===== src/rtl/game_flow_ctrl_if.sv =====
// Signal bundle between the game-flow controller and its environment
// (keyboard, transition animator, collision logic, sprite/colour mappers).
interface game_flow_ctrl_if #(
   parameter int NUM_PLAYERS = 2,
   parameter int KEY_SLOTS   = 4
);
   logic                     FrameTick;
   logic [8*KEY_SLOTS-1:0]   Keycode;
   logic                     StartTransitionDone;
   logic [NUM_PLAYERS-1:0]   PlayerCrash;

   logic                     StartGame;
   logic                     StartTransition;
   logic                     DrawGame;
   logic                     Paused;
   logic                     DrawWinner;
   logic                     EndGame;
   logic [NUM_PLAYERS-1:0]   Winner;
   logic                     Draw;

   modport master (
      output FrameTick, Keycode, StartTransitionDone, PlayerCrash,
      input  StartGame, StartTransition, DrawGame, Paused, DrawWinner,
             EndGame, Winner, Draw
   );

   modport slave (
      input  FrameTick, Keycode, StartTransitionDone, PlayerCrash,
      output StartGame, StartTransition, DrawGame, Paused, DrawWinner,
             EndGame, Winner, Draw
   );
endinterface


===== src/rtl/game_flow_ctrl.sv =====
// Game-flow sequencer: title, transition, gameplay, pause, results, end screens.
// Driven by edge-detected keycodes, crash flags and a per-frame tick enable.
//
// state        | meaning
// -------------+------------------------------------------------------
// ST_START     | title screen, waiting for Enter
// ST_TRANS     | title-to-game transition animation running
// ST_GAME      | gameplay
// ST_PAUSE     | gameplay frozen, P resumes
// ST_RESULTS   | winner screen held for RESULTS_FRAMES frame ticks
// ST_END       | end screen, Enter returns to title
module game_flow_ctrl #(
   parameter int         NUM_PLAYERS    = 2,
   parameter int         KEY_SLOTS      = 4,
   parameter logic [7:0] START_KEY      = 8'h28,
   parameter logic [7:0] QUIT_KEY       = 8'h35,
   parameter logic [7:0] PAUSE_KEY      = 8'h13,
   parameter int         RESULTS_FRAMES = 300,
   parameter int         CNT_W          = 10
) (
   input logic             Clk,
   input logic             Reset_n,
   game_flow_ctrl_if.slave bus
);

   typedef enum logic [2:0] {
      ST_START   = 3'd0,
      ST_TRANS   = 3'd1,
      ST_GAME    = 3'd2,
      ST_PAUSE   = 3'd3,
      ST_RESULTS = 3'd4,
      ST_END     = 3'd5
   } state_t;

   localparam logic [CNT_W-1:0] CNT_LAST = CNT_W'(RESULTS_FRAMES - 1);

   state_t                 state_q, state_d;
   logic [CNT_W-1:0]       cnt_q, cnt_d;
   logic [NUM_PLAYERS-1:0] win_q, win_d;
   logic                   draw_q, draw_d;
   logic [2:0]             held_q;
   logic [2:0]             down;
   logic                   press_start, press_quit, press_pause;
   logic                   any_crash;

   function automatic logic key_down(input logic [8*KEY_SLOTS-1:0] kc,
                                     input logic [7:0] key);
      logic hit;
      hit = 1'b0;
      for (int i = 0; i < KEY_SLOTS; i++) begin
         if (kc[8*i +: 8] == key) hit = 1'b1;
      end
      return hit;
   endfunction

   assign down = {key_down(bus.Keycode, START_KEY),
                  key_down(bus.Keycode, QUIT_KEY),
                  key_down(bus.Keycode, PAUSE_KEY)};

   // held_q resets high so a key already down at reset release never fires
   always_ff @(posedge Clk or negedge Reset_n) begin
      if (!Reset_n) held_q <= 3'b111;
      else          held_q <= down;
   end

   assign press_start = down[2] & ~held_q[2];
   assign press_quit  = down[1] & ~held_q[1];
   assign press_pause = down[0] & ~held_q[0];
   assign any_crash   = |bus.PlayerCrash;

   always_ff @(posedge Clk or negedge Reset_n) begin
      if (!Reset_n) begin
         state_q <= ST_START;
         cnt_q   <= '0;
         win_q   <= '0;
         draw_q  <= 1'b0;
      end else begin
         state_q <= state_d;
         cnt_q   <= cnt_d;
         win_q   <= win_d;
         draw_q  <= draw_d;
      end
   end

   always_comb begin
      state_d = state_q;
      cnt_d   = '0;
      win_d   = win_q;
      draw_d  = draw_q;
      unique case (state_q)
         ST_START: begin
            if (press_start) begin
               state_d = ST_TRANS;
               win_d   = '0;
               draw_d  = 1'b0;
            end
         end
         ST_TRANS: begin
            if (bus.StartTransitionDone) state_d = ST_GAME;
         end
         ST_GAME: begin
            if (press_quit) begin
               state_d = ST_END;
            end else if (any_crash) begin
               state_d = ST_RESULTS;
               win_d   = ~bus.PlayerCrash;
               draw_d  = &bus.PlayerCrash;
            end else if (press_pause) begin
               state_d = ST_PAUSE;
            end
         end
         ST_PAUSE: begin
            if (press_quit)       state_d = ST_END;
            else if (press_pause) state_d = ST_GAME;
         end
         ST_RESULTS: begin
            // counter is cleared on exit so it never reaches RESULTS_FRAMES
            cnt_d = cnt_q;
            if (press_quit) begin
               state_d = ST_END;
               cnt_d   = '0;
            end else if (bus.FrameTick) begin
               if (cnt_q == CNT_LAST) begin
                  state_d = ST_END;
                  cnt_d   = '0;
               end else begin
                  cnt_d = cnt_q + CNT_W'(1);
               end
            end
         end
         ST_END: begin
            if (press_start) state_d = ST_START;
         end
         default: state_d = ST_START;
      endcase
   end

   assign bus.StartGame       = (state_q == ST_START) || (state_q == ST_TRANS);
   assign bus.StartTransition = (state_q == ST_TRANS);
   assign bus.DrawGame        = (state_q == ST_GAME) || (state_q == ST_PAUSE);
   assign bus.Paused          = (state_q == ST_PAUSE);
   assign bus.DrawWinner      = (state_q == ST_RESULTS);
   assign bus.EndGame         = (state_q == ST_END);
   assign bus.Winner          = win_q;
   assign bus.Draw            = draw_q;

endmodule

===== src/flat_wrapper.sv =====
// flat-port wrapper written by rule: the top's interface ports become plain ports
module game_flow_ctrl_flat 
#(
   parameter int         NUM_PLAYERS    = 2,
   parameter int         KEY_SLOTS      = 4,
   parameter logic [7:0] START_KEY      = 8'h28,
   parameter logic [7:0] QUIT_KEY       = 8'h35,
   parameter logic [7:0] PAUSE_KEY      = 8'h13,
   parameter int         RESULTS_FRAMES = 300,
   parameter int         CNT_W          = 10
)
  (Clk, Reset_n, bus_FrameTick, bus_Keycode, bus_StartTransitionDone, bus_PlayerCrash, bus_StartGame, bus_StartTransition, bus_DrawGame, bus_Paused, bus_DrawWinner, bus_EndGame, bus_Winner, bus_Draw);
  game_flow_ctrl_if #(.NUM_PLAYERS(NUM_PLAYERS), .KEY_SLOTS(KEY_SLOTS)) bus_i ();
  input logic Clk;
  input logic Reset_n;
  input wire logic [$bits(bus_i.FrameTick)-1:0] bus_FrameTick;
  input wire logic [$bits(bus_i.Keycode)-1:0] bus_Keycode;
  input wire logic [$bits(bus_i.StartTransitionDone)-1:0] bus_StartTransitionDone;
  input wire logic [$bits(bus_i.PlayerCrash)-1:0] bus_PlayerCrash;
  output wire logic [$bits(bus_i.StartGame)-1:0] bus_StartGame;
  output wire logic [$bits(bus_i.StartTransition)-1:0] bus_StartTransition;
  output wire logic [$bits(bus_i.DrawGame)-1:0] bus_DrawGame;
  output wire logic [$bits(bus_i.Paused)-1:0] bus_Paused;
  output wire logic [$bits(bus_i.DrawWinner)-1:0] bus_DrawWinner;
  output wire logic [$bits(bus_i.EndGame)-1:0] bus_EndGame;
  output wire logic [$bits(bus_i.Winner)-1:0] bus_Winner;
  output wire logic [$bits(bus_i.Draw)-1:0] bus_Draw;
  assign bus_i.FrameTick = bus_FrameTick;
  assign bus_i.Keycode = bus_Keycode;
  assign bus_i.StartTransitionDone = bus_StartTransitionDone;
  assign bus_i.PlayerCrash = bus_PlayerCrash;
  assign bus_StartGame = bus_i.StartGame;
  assign bus_StartTransition = bus_i.StartTransition;
  assign bus_DrawGame = bus_i.DrawGame;
  assign bus_Paused = bus_i.Paused;
  assign bus_DrawWinner = bus_i.DrawWinner;
  assign bus_EndGame = bus_i.EndGame;
  assign bus_Winner = bus_i.Winner;
  assign bus_Draw = bus_i.Draw;
  game_flow_ctrl #(.NUM_PLAYERS(NUM_PLAYERS), .KEY_SLOTS(KEY_SLOTS), .START_KEY(START_KEY), .QUIT_KEY(QUIT_KEY), .PAUSE_KEY(PAUSE_KEY), .RESULTS_FRAMES(RESULTS_FRAMES), .CNT_W(CNT_W)) u_core (.Clk(Clk), .Reset_n(Reset_n), .bus(bus_i));
endmodule

===== config.mk =====
export PLATFORM = sky130hd
export DESIGN_NAME = game_flow_ctrl_flat
export DESIGN_NICKNAME = d
export VERILOG_FILES = /design/src/rtl/game_flow_ctrl_if.sv /design/src/rtl/game_flow_ctrl.sv /design/src/flat_wrapper.sv
export SDC_FILE = /design/constraint.sdc
export NUM_CORES = 1
export LEC_CHECK = 0
export CAP_MARGIN = 30
export CORE_MARGIN = 1.5
export CORE_UTILIZATION = 42
export CTS_CLUSTER_DIAMETER = 30
export CTS_CLUSTER_SIZE = 8
export DETAILED_ROUTE_END_ITERATION = 10
export PLACE_DENSITY_LB_ADDON = 0.08
export SYNTH_ARGS = -nofsm -noshare
export SYNTH_HDL_FRONTEND = slang
export SYNTH_SLANG_ARGS = --single-unit

===== constraint.sdc =====
create_clock -name Clk -period 3.9 [get_ports Clk]
set_clock_uncertainty 0.1 [all_clocks]
set_input_delay 1.17 -clock Clk [delete_from_list [all_inputs] [get_ports Clk]]
set_output_delay 1.17 -clock Clk [all_outputs]
set_load 0.01 [all_outputs]

==> results of run 1 <==
cell families after synthesis:
group | synth area share (%)
compound gates | 16.1
xor+xnor | 2.04
fa+ha+maj | 0.973
buf+inv | 3.02
flops | 37.3
mux | 1.75
simple gates | 38.8
layout make-up:
| cell class | count | area, um^2 |
|---|---|---|
| fillers | 248 | 1030 |
| multi-input cells | 115 | 768 |
| flip-flops and latches | 19 | 479 |
| repair buffers | 46 | 460 |
| well taps | 31 | 38.8 |
| clock buffers | 3 | 22.5 |
| inverters | 6 | 22.5 |
| clock inverters | 1 | 5.00 |
layout by cell type, fill, tap and decap left out:
cell type and count:
o21ai_0 7, nand3_1 12, and4_1 1, nor4_1 5, xor2_1 3, nand4_1 7, nor2b_1 1, and3_1 4
mux2_2 1, nand2b_1 1, mux2_1 1, a211oi_2 2, and2_1 2, a32o_1 1, nand2_1 13, nor3_1 6
o211a_1 1, a22oi_1 2, dfrtp_1 16, clkinv_2 1, a21oi_1 9, and3b_1 4, nor2_1 14, nor4b_4 2
a41oi_4 1, a311oi_1 1, a41oi_1 1, nand3_2 2, nor4b_2 2, nor4b_1 4, clkbuf_4 3, a211oi_1 2
inv_1 6, o211ai_1 1, clkdlybuf4s50_1 46, dfstp_2 3, or3_1 1, ha_1 1
worst min-delay path, stage by stage (launching register included):
cell and delay [ns]:
dfrtp_1 0.41, nand2_1 0.06, a21oi_1 0.05
routing by layer:
layer / vias to the layer above / routed length, um / GRT usage (%)
met5: - / 0 / 0
met4: 0 / 68 / 7.31
met3: 8 / 127 / 4.62
met2: 28 / 1560 / 35.2
met1: 609 / 1380 / 25.3
li1: 638 / - / -
flip-flops by register name (all words and copies together), names as in the netlist:
| name | cells |
|---|---|
| u_core.state_q | 3 |
| u_core.held_q | 3 |
| u_core.cnt_q | 10 |
| u_core.bus.Winner | 2 |
| u_core.bus.Draw | 1 |
through the flow:
stage          instance area [um^2]  worst slack (ns)
3_3_place_gp                   1770             0.639
4_1_cts                        1800             0.797
3_5_place_dp                   1770             0.570
5_1_grt                        1800             0.664
6_report                       1800             0.789
2_1_floorplan                  1290              1.20
where the power goes:
part           internal [mW]  leakage (nW)  switching (mW)
Clock                 0.0384        0.0177          0.0653
Sequential             0.233         0.246          0.0401
Combinational          0.188         0.450           0.167
final timing paths:
kind                                   start                    to  depth (start not counted)
max                        u_core.state_q[2]        bus_DrawWinner                          3
max reg2reg                  u_core.cnt_q[0]     u_core.state_q[0]                          7
min                          u_core.cnt_q[1]       u_core.cnt_q[1]                          2
min reg2reg                  u_core.cnt_q[1]       u_core.cnt_q[1]                          2
max in group asynchronous            Reset_n       u_core.cnt_q[2]                          1
min in group asynchronous            Reset_n  u_core.bus.Winner[1]                          1
==> results by group, run 1 <==
Timing
  • Final Critical Period: ~3.1 ns
  • Final hold violations: 0
  • Slew of the pin with the lowest slew margin: roughly 0.86 ns
  • Max Fclk: 321 MHz
  • Setup violators final: 0
  • Setup tns final: 0 ns
  • WHS: between 0.4 and 0.5 ns
  • Tcrit/Tclk final: approximately four fifths
  • Fin. max-slew vios: 0
  • RSZ-0062 raised after global routing: no
  • Worst slew margin: between 40% and 50%

Drt
  • Final WL: between 3000 and 4000 um
  • Via Count: 1283
  • Initial DRT Pass Iterations: 4
  • Antenna Nets Post-Route: 0
  • DR DRC count: 0
  • Via density: 5.81
  • Routed WL per cell: around 14 um
  • DR iter-0 viols: 90

Clock network
  • Post-CTS resize count: 0
  • Htree depth: 1
  • CTS tree: yes
  • Clock sink total: 19
  • Reg clk slew, reported paths: roughly 0.11 ns
  • Hold Buf Count CTS: 0
  • Num CTS Buffers: 3
  • Root Driver: clkbuf_4
  • Clk buf depth: 2
  • Post-CTS Setup Bufs: 0
  • Worst-skew pair later-pin latency: ~0.31 ns

Global routing
  • GRT overflow: 0
  • Initial antenna violation count: 0
  • Largest net degree at the start of global routing: 20
  • Vias in the first global route: 1259
  • First-pass GRT wire length: 5380 um
  • Tot GR Track Use: 20.5%

Hold path
  • Min-delay worst type: reg2reg

Yosys
  • Ys async rst share: 100%
  • Synth warnings: 0
  • Main flop type after synthesis: dfrtp_1
  • Unique masters post-synth: 37
  • Top cell type's share of synthesized area: just over 30%
  • Largest area contributor in the netlist: dfrtp_1
  • Synth Instances: between 100 and 150
  • Sequential share of the synthesized area: a little under two fifths
  • Syn_nets: 183
  • Count leader, synth: dfrtp_1
  • Mean area per synthesized cell: roughly 8.9 um^2
  • Top post-synthesis cells by area: dfrtp_1 31%, dfstp_2 6.1%, nand3_1 4.7%, nor2_1 4.1%, nand2_1 3.8%
  • Syn Std Cell Area: roughly 1300 um^2
  • Top cell types by occurrence after synthesis: 16 x dfrtp_1, 14 x nor2_1, 13 x nand2_1
  • Post-synth EDFFs: 0
  • Yosys reg bits: 19

Worst setup path
  • Worst path buffer plus inverter count: 2
  • Crit start category: flip-flop
  • Crit path DAT: between 1.5 and 2 ns
  • CP max FO: 7
  • CP Class: reg2out
  • FF-to-FF setup slack: between 1.5 and 2 ns
  • Crit path max-delay family: buffers and inverters
  • Element type at the critical path end: output pin
  • CP max stage delay: 0.61 ns
  • CP Cell Sequence: inv_1 -> nor3_1 -> clkdlybuf4s50_1
  • CP required: 2.63 ns
  • CP max stage cell: clkdlybuf4s50_1

Placement
  • Routability congestion estimate: 0.868
  • Placed wire-length estimate: around 2500 um
  • Placed Instances: 217
  • Port Buffers: 46

Run
  • Max-cap violation count: 0

Layout
  • Fin cells: 221
  • ANT cells: 0
  • P&R area growth vs syn: 39.7%
  • Post-Route Utilization: 63.5%
  • Layout Nets: between 200 and 250
  • Fraction of layout cells with a size suffix above 1: slightly below 9%

Pwr
  • Power Dens Cells: between 400 and 500 nW/um^2
  • Leakage: 0.714 nW
  • Total power: between 0.7 and 0.8 mW
  • Peak VDD IR: 0.227 mV

Die
  • Die Area: roughly 3400 um^2
  • Core footprint: 2830 um^2
  • Die Y-Extent: approximately 60 um
  • Starting density of the core: 45.5%
  • DIE WIDTH: around 60 um
  • Cell row count: 19
  • I/O pin count: 47

Status
  • Status: completed
(Power assumes the default switching activity.)
==> run 2: changes to the inputs <==
--- a/config.mk
+++ b/config.mk
@@ -7,7 +7,7 @@
 export LEC_CHECK = 0
 export CAP_MARGIN = 30
 export CORE_MARGIN = 1.5
-export CORE_UTILIZATION = 42
+export CORE_UTILIZATION = 40
 export CTS_CLUSTER_DIAMETER = 30
 export CTS_CLUSTER_SIZE = 8
 export DETAILED_ROUTE_END_ITERATION = 10
==> constraint.sdc (replaced) <==
create_clock -name Clk -period 2.68 [get_ports Clk]
set_clock_uncertainty 0.1 [all_clocks]
set_input_delay 0.804 -clock Clk [delete_from_list [all_inputs] [get_ports Clk]]
set_output_delay 0.804 -clock Clk [all_outputs]
set_load 0.01 [all_outputs]
==> run 2 against run 1 <==
Sequential share of layout area fell by 1.7 points. Global-route usage is 0.21 points higher. Wire length rose by 6.8%. First-iteration DRC count is 11% higher.
==> results by group, run 2 (synthesis results as in run 1) <==
Status
  • Status: completed

Clock network
  • Clk buf depth: 2 (unchanged)
  • Num CTS Buffers: 3 (unchanged)
  • Post-CTS Setup Bufs: 0 (unchanged)
  • Root Driver: clkbuf_4
  • Clock sink total: 19 (unchanged)
  • Worst-skew pair later-pin latency: 0.29 ns (-0.02 ns)
  • Htree depth: 1 (unchanged)
  • Reg clk slew, reported paths: 0.11 ns (about the same)
  • CTS tree: yes

Drt
  • DR iter-0 viols: 100 (+11%)
  • DR DRC count: 0 (unchanged)
  • Routed WL per cell: 13.6 um (-3.7%)
  • Initial DRT Pass Iterations: 4 (unchanged)
  • Via density: 5.33 (-8.2%)
  • Final WL: 3340 um (+6.8%)
  • Via Count: 1306 (+1.8%)
  • Antenna Nets Post-Route: 0 (unchanged)

Run
  • Max-cap violation count: 0 (unchanged)

Layout
  • Final Instance Area: 1920 um^2 (+7.0%)
  • Storage element area: 479 um^2 (unchanged)
  • Multi-input logic area: 782 um^2 (+1.8%)
  • Top reg by flops: u_core.cnt_q
  • Layout Nets: 241 (+4.8%)
  • ANT cells: 0 (unchanged)
  • Most frequent cells in the layout: 46 x clkdlybuf4s50_1, 16 x dfrtp_1, 13 x nand2_1, 13 x nor2_1, 12 x nand3_1
  • P&R area growth vs syn: 49.4%
  • Fraction of layout cells with a size suffix above 1: 15.4% (+6.5 points)
  • Max reg flops: 10 (unchanged)
  • # fillers: 285 (+15%)
  • Most common cell after layout, fill and taps aside: clkdlybuf4s50_1
  • Top Registers: u_core.cnt_q (10), u_core.held_q (3), u_core.state_q (3)

Hold path
  • Min-delay worst type: reg2reg
  • HP Start: u_core.bus.Draw
  • Hold Path Sink: u_core.bus.Draw
  • Hold path cells: 1 (-1)

Die
  • DIE WIDTH: 59.7 um (+2.3%)
  • I/O pin count: 47 (unchanged)
  • Die Y-Extent: 59.7 um (+2.3%)
  • Die Area: 3560 um^2 (+4.7%)
  • Core footprint: 3050 um^2 (+7.9%)
  • Cell row count: 20 (+1)
  • Starting density of the core: 42.1% (-3.3 points)

Global routing
  • M1 GR Usage: 28.1% (+2.8 points)
  • Largest net degree at the start of global routing: 20 (unchanged)
  • Met2 Usage GRT: 34.2% (-0.99 points)
  • First-pass GRT wire length: 5540 um (+2.9%)
  • Initial antenna violation count: 0 (unchanged)
  • GRT overflow: 0 (unchanged)
  • GR Util met3: 4.76% (+0.15 points)
  • Vias in the first global route: 1242 (-1.4%)
  • Tot GR Track Use: 20.7% (+0.21 points)
  • GR peak layer: met2

Timing
  • Setup violators final: 0 (unchanged)
  • Final Critical Period: approximately 2.6 ns
  • RSZ-0062 raised after global routing: yes
  • Slew of the pin with the lowest slew margin: 0.557 ns (-0.299 ns)
  • Max Fclk: 385 MHz
  • Setup tns final: 0 ns (unchanged)
  • Tcrit/Tclk final: 97.0%
  • Worst slew margin: 62.6% (+20 points)
  • Fin. max-slew vios: 0 (unchanged)
  • Final hold violations: 0 (unchanged)

Worst setup path
  • Crit path DAT: 2.69 ns (+0.85 ns)
  • FF-to-FF setup slack: 0.50 ns (-1.29 ns)
  • CP required: 2.77 ns (+0.14 ns)
  • Worst flop-to-flop path endpoint: u_core.state_q[0]
  • Element type at the critical path end: flip-flop
  • CP Class: in2reg
  • Worst r2r src: u_core.cnt_q[0]
  • CP max stage delay: 0.46 ns (-0.15 ns)
  • CP max FO: 5 (-2)
  • Worst r2r path cells: 7 (unchanged)
  • CP max stage cell: clkdlybuf4s50_1
  • CP Cell Sequence: clkdlybuf4s50_1 -> nor4b_4 -> nand3_2 -> a41oi_4 -> a211oi_2 -> a211oi_2 -> mux2_1
  • Crit start category: input pin
  • Cell repeated most along the worst path: a211oi_2

Placement
  • Placed wire-length estimate: 2740 um (+8.4%)
  • DP Area: 1880 um^2 (+6.3%)
  • Routability congestion estimate: 0.848 (-2.3%)
  • Port Buffers: 46 (unchanged)

Pwr
  • Power Dens Cells: 606 nW/um^2 (+49%)
  • Peak VDD IR: 0.414 mV (+83%)
  • Leakage: 0.774 nW (+8.4%)
[run 2: changes by cell type in the layout (fill, tap and decap cells not counted)]
| cell | previous run | this run |
|---|---|---|
| nor2_1 | 14 | 13 |
| nor3_4 | 0 | 1 |
| nor2_2 | 0 | 1 |
| buf_4 | 0 | 10 |
| inv_2 | 0 | 1 |
| inv_1 | 6 | 5 |
| buf_12 | 0 | 1 |
| nor3_1 | 6 | 5 |
[run 2: worst max-delay path by stage]
stage,to,cells after the start,slack [ns],from
after CTS,bus_DrawWinner,3,0.04,u_core.state_q[2]
after global routing,bus_DrawGame,4,-0.008,u_core.state_q[2]
after global placement,u_core.state_q[0],7,-0.21,bus_Keycode[17]
final,u_core.state_q[0],7,0.08,bus_Keycode[25]
after detailed placement,u_core.bus.Draw,7,-0.25,bus_Keycode[11]
after floorplan,u_core.state_q[0],6,0.34,bus_Keycode[9]
[run 2: critical path: cells and delay by family]
| family | cells | cell delay [ns] |
|---|---|---|
| buffers and inverters | 1 | 0.46 |
| AND/OR/NAND/NOR | 2 | 0.49 |
| AO/OA/AOI/OAI | 3 | 0.59 |
| multiplexers | 1 | 0.33 |
[run 2: per-stage QoR]
| step | utilization (%) | hold slack (ns) | total power, mW | cells | setup slack, ns |
|---|---|---|---|---|---|
| 6_report | 63.0 | 0.447 | 1.16 | 245 | 0.0812 |
| 5_1_grt | 63.0 | 0.470 | 1.25 | 245 | -0.00758 |
| 2_1_floorplan | - | 0.390 | 0.669 | 144 | 0.344 |
| 3_3_place_gp | 61.6 | 0.418 | 0.978 | 241 | -0.206 |
| 3_5_place_dp | 61.6 | 0.423 | 0.999 | 241 | -0.245 |
| 4_1_cts | 62.7 | 0.449 | 1.15 | 245 | 0.0408 |
[run 2: layer usage]
metal  vias to the layer above  routed length, um
met3                         2                122
met4                         0                 12
met2                        33               1660
met1                       612               1550
li1                        659                  -
met5                         -                  0
[run 2: report_power, final]
part	internal [mW]	total [mW]	leakage (nW)	switching [mW]
logic	0.341	0.608	0.511	0.268
clock network	0.0556	0.143	0.0177	0.0877
registers	0.338	0.412	0.246	0.0738
[run 2: cell type report]
cell class | instances | area share, %
clock buffers | 3 | 1.17
clock inverters | 1 | 0.260
inverters | 6 | 1.17
multi-input cells | 115 | 40.7
flip-flops and latches | 19 | 24.9
well taps | 44 | 2.86
repair buffers | 57 | 28.9
[run 2: repair_timing]
item | in CTS | in global routing
endpoints found under the hold margin | 0 | 0
resized for setup | 1 | 3
hold buffers | 0 | 0
pin swaps | 0 | 1
setup endpoints to repair | 1 | 3
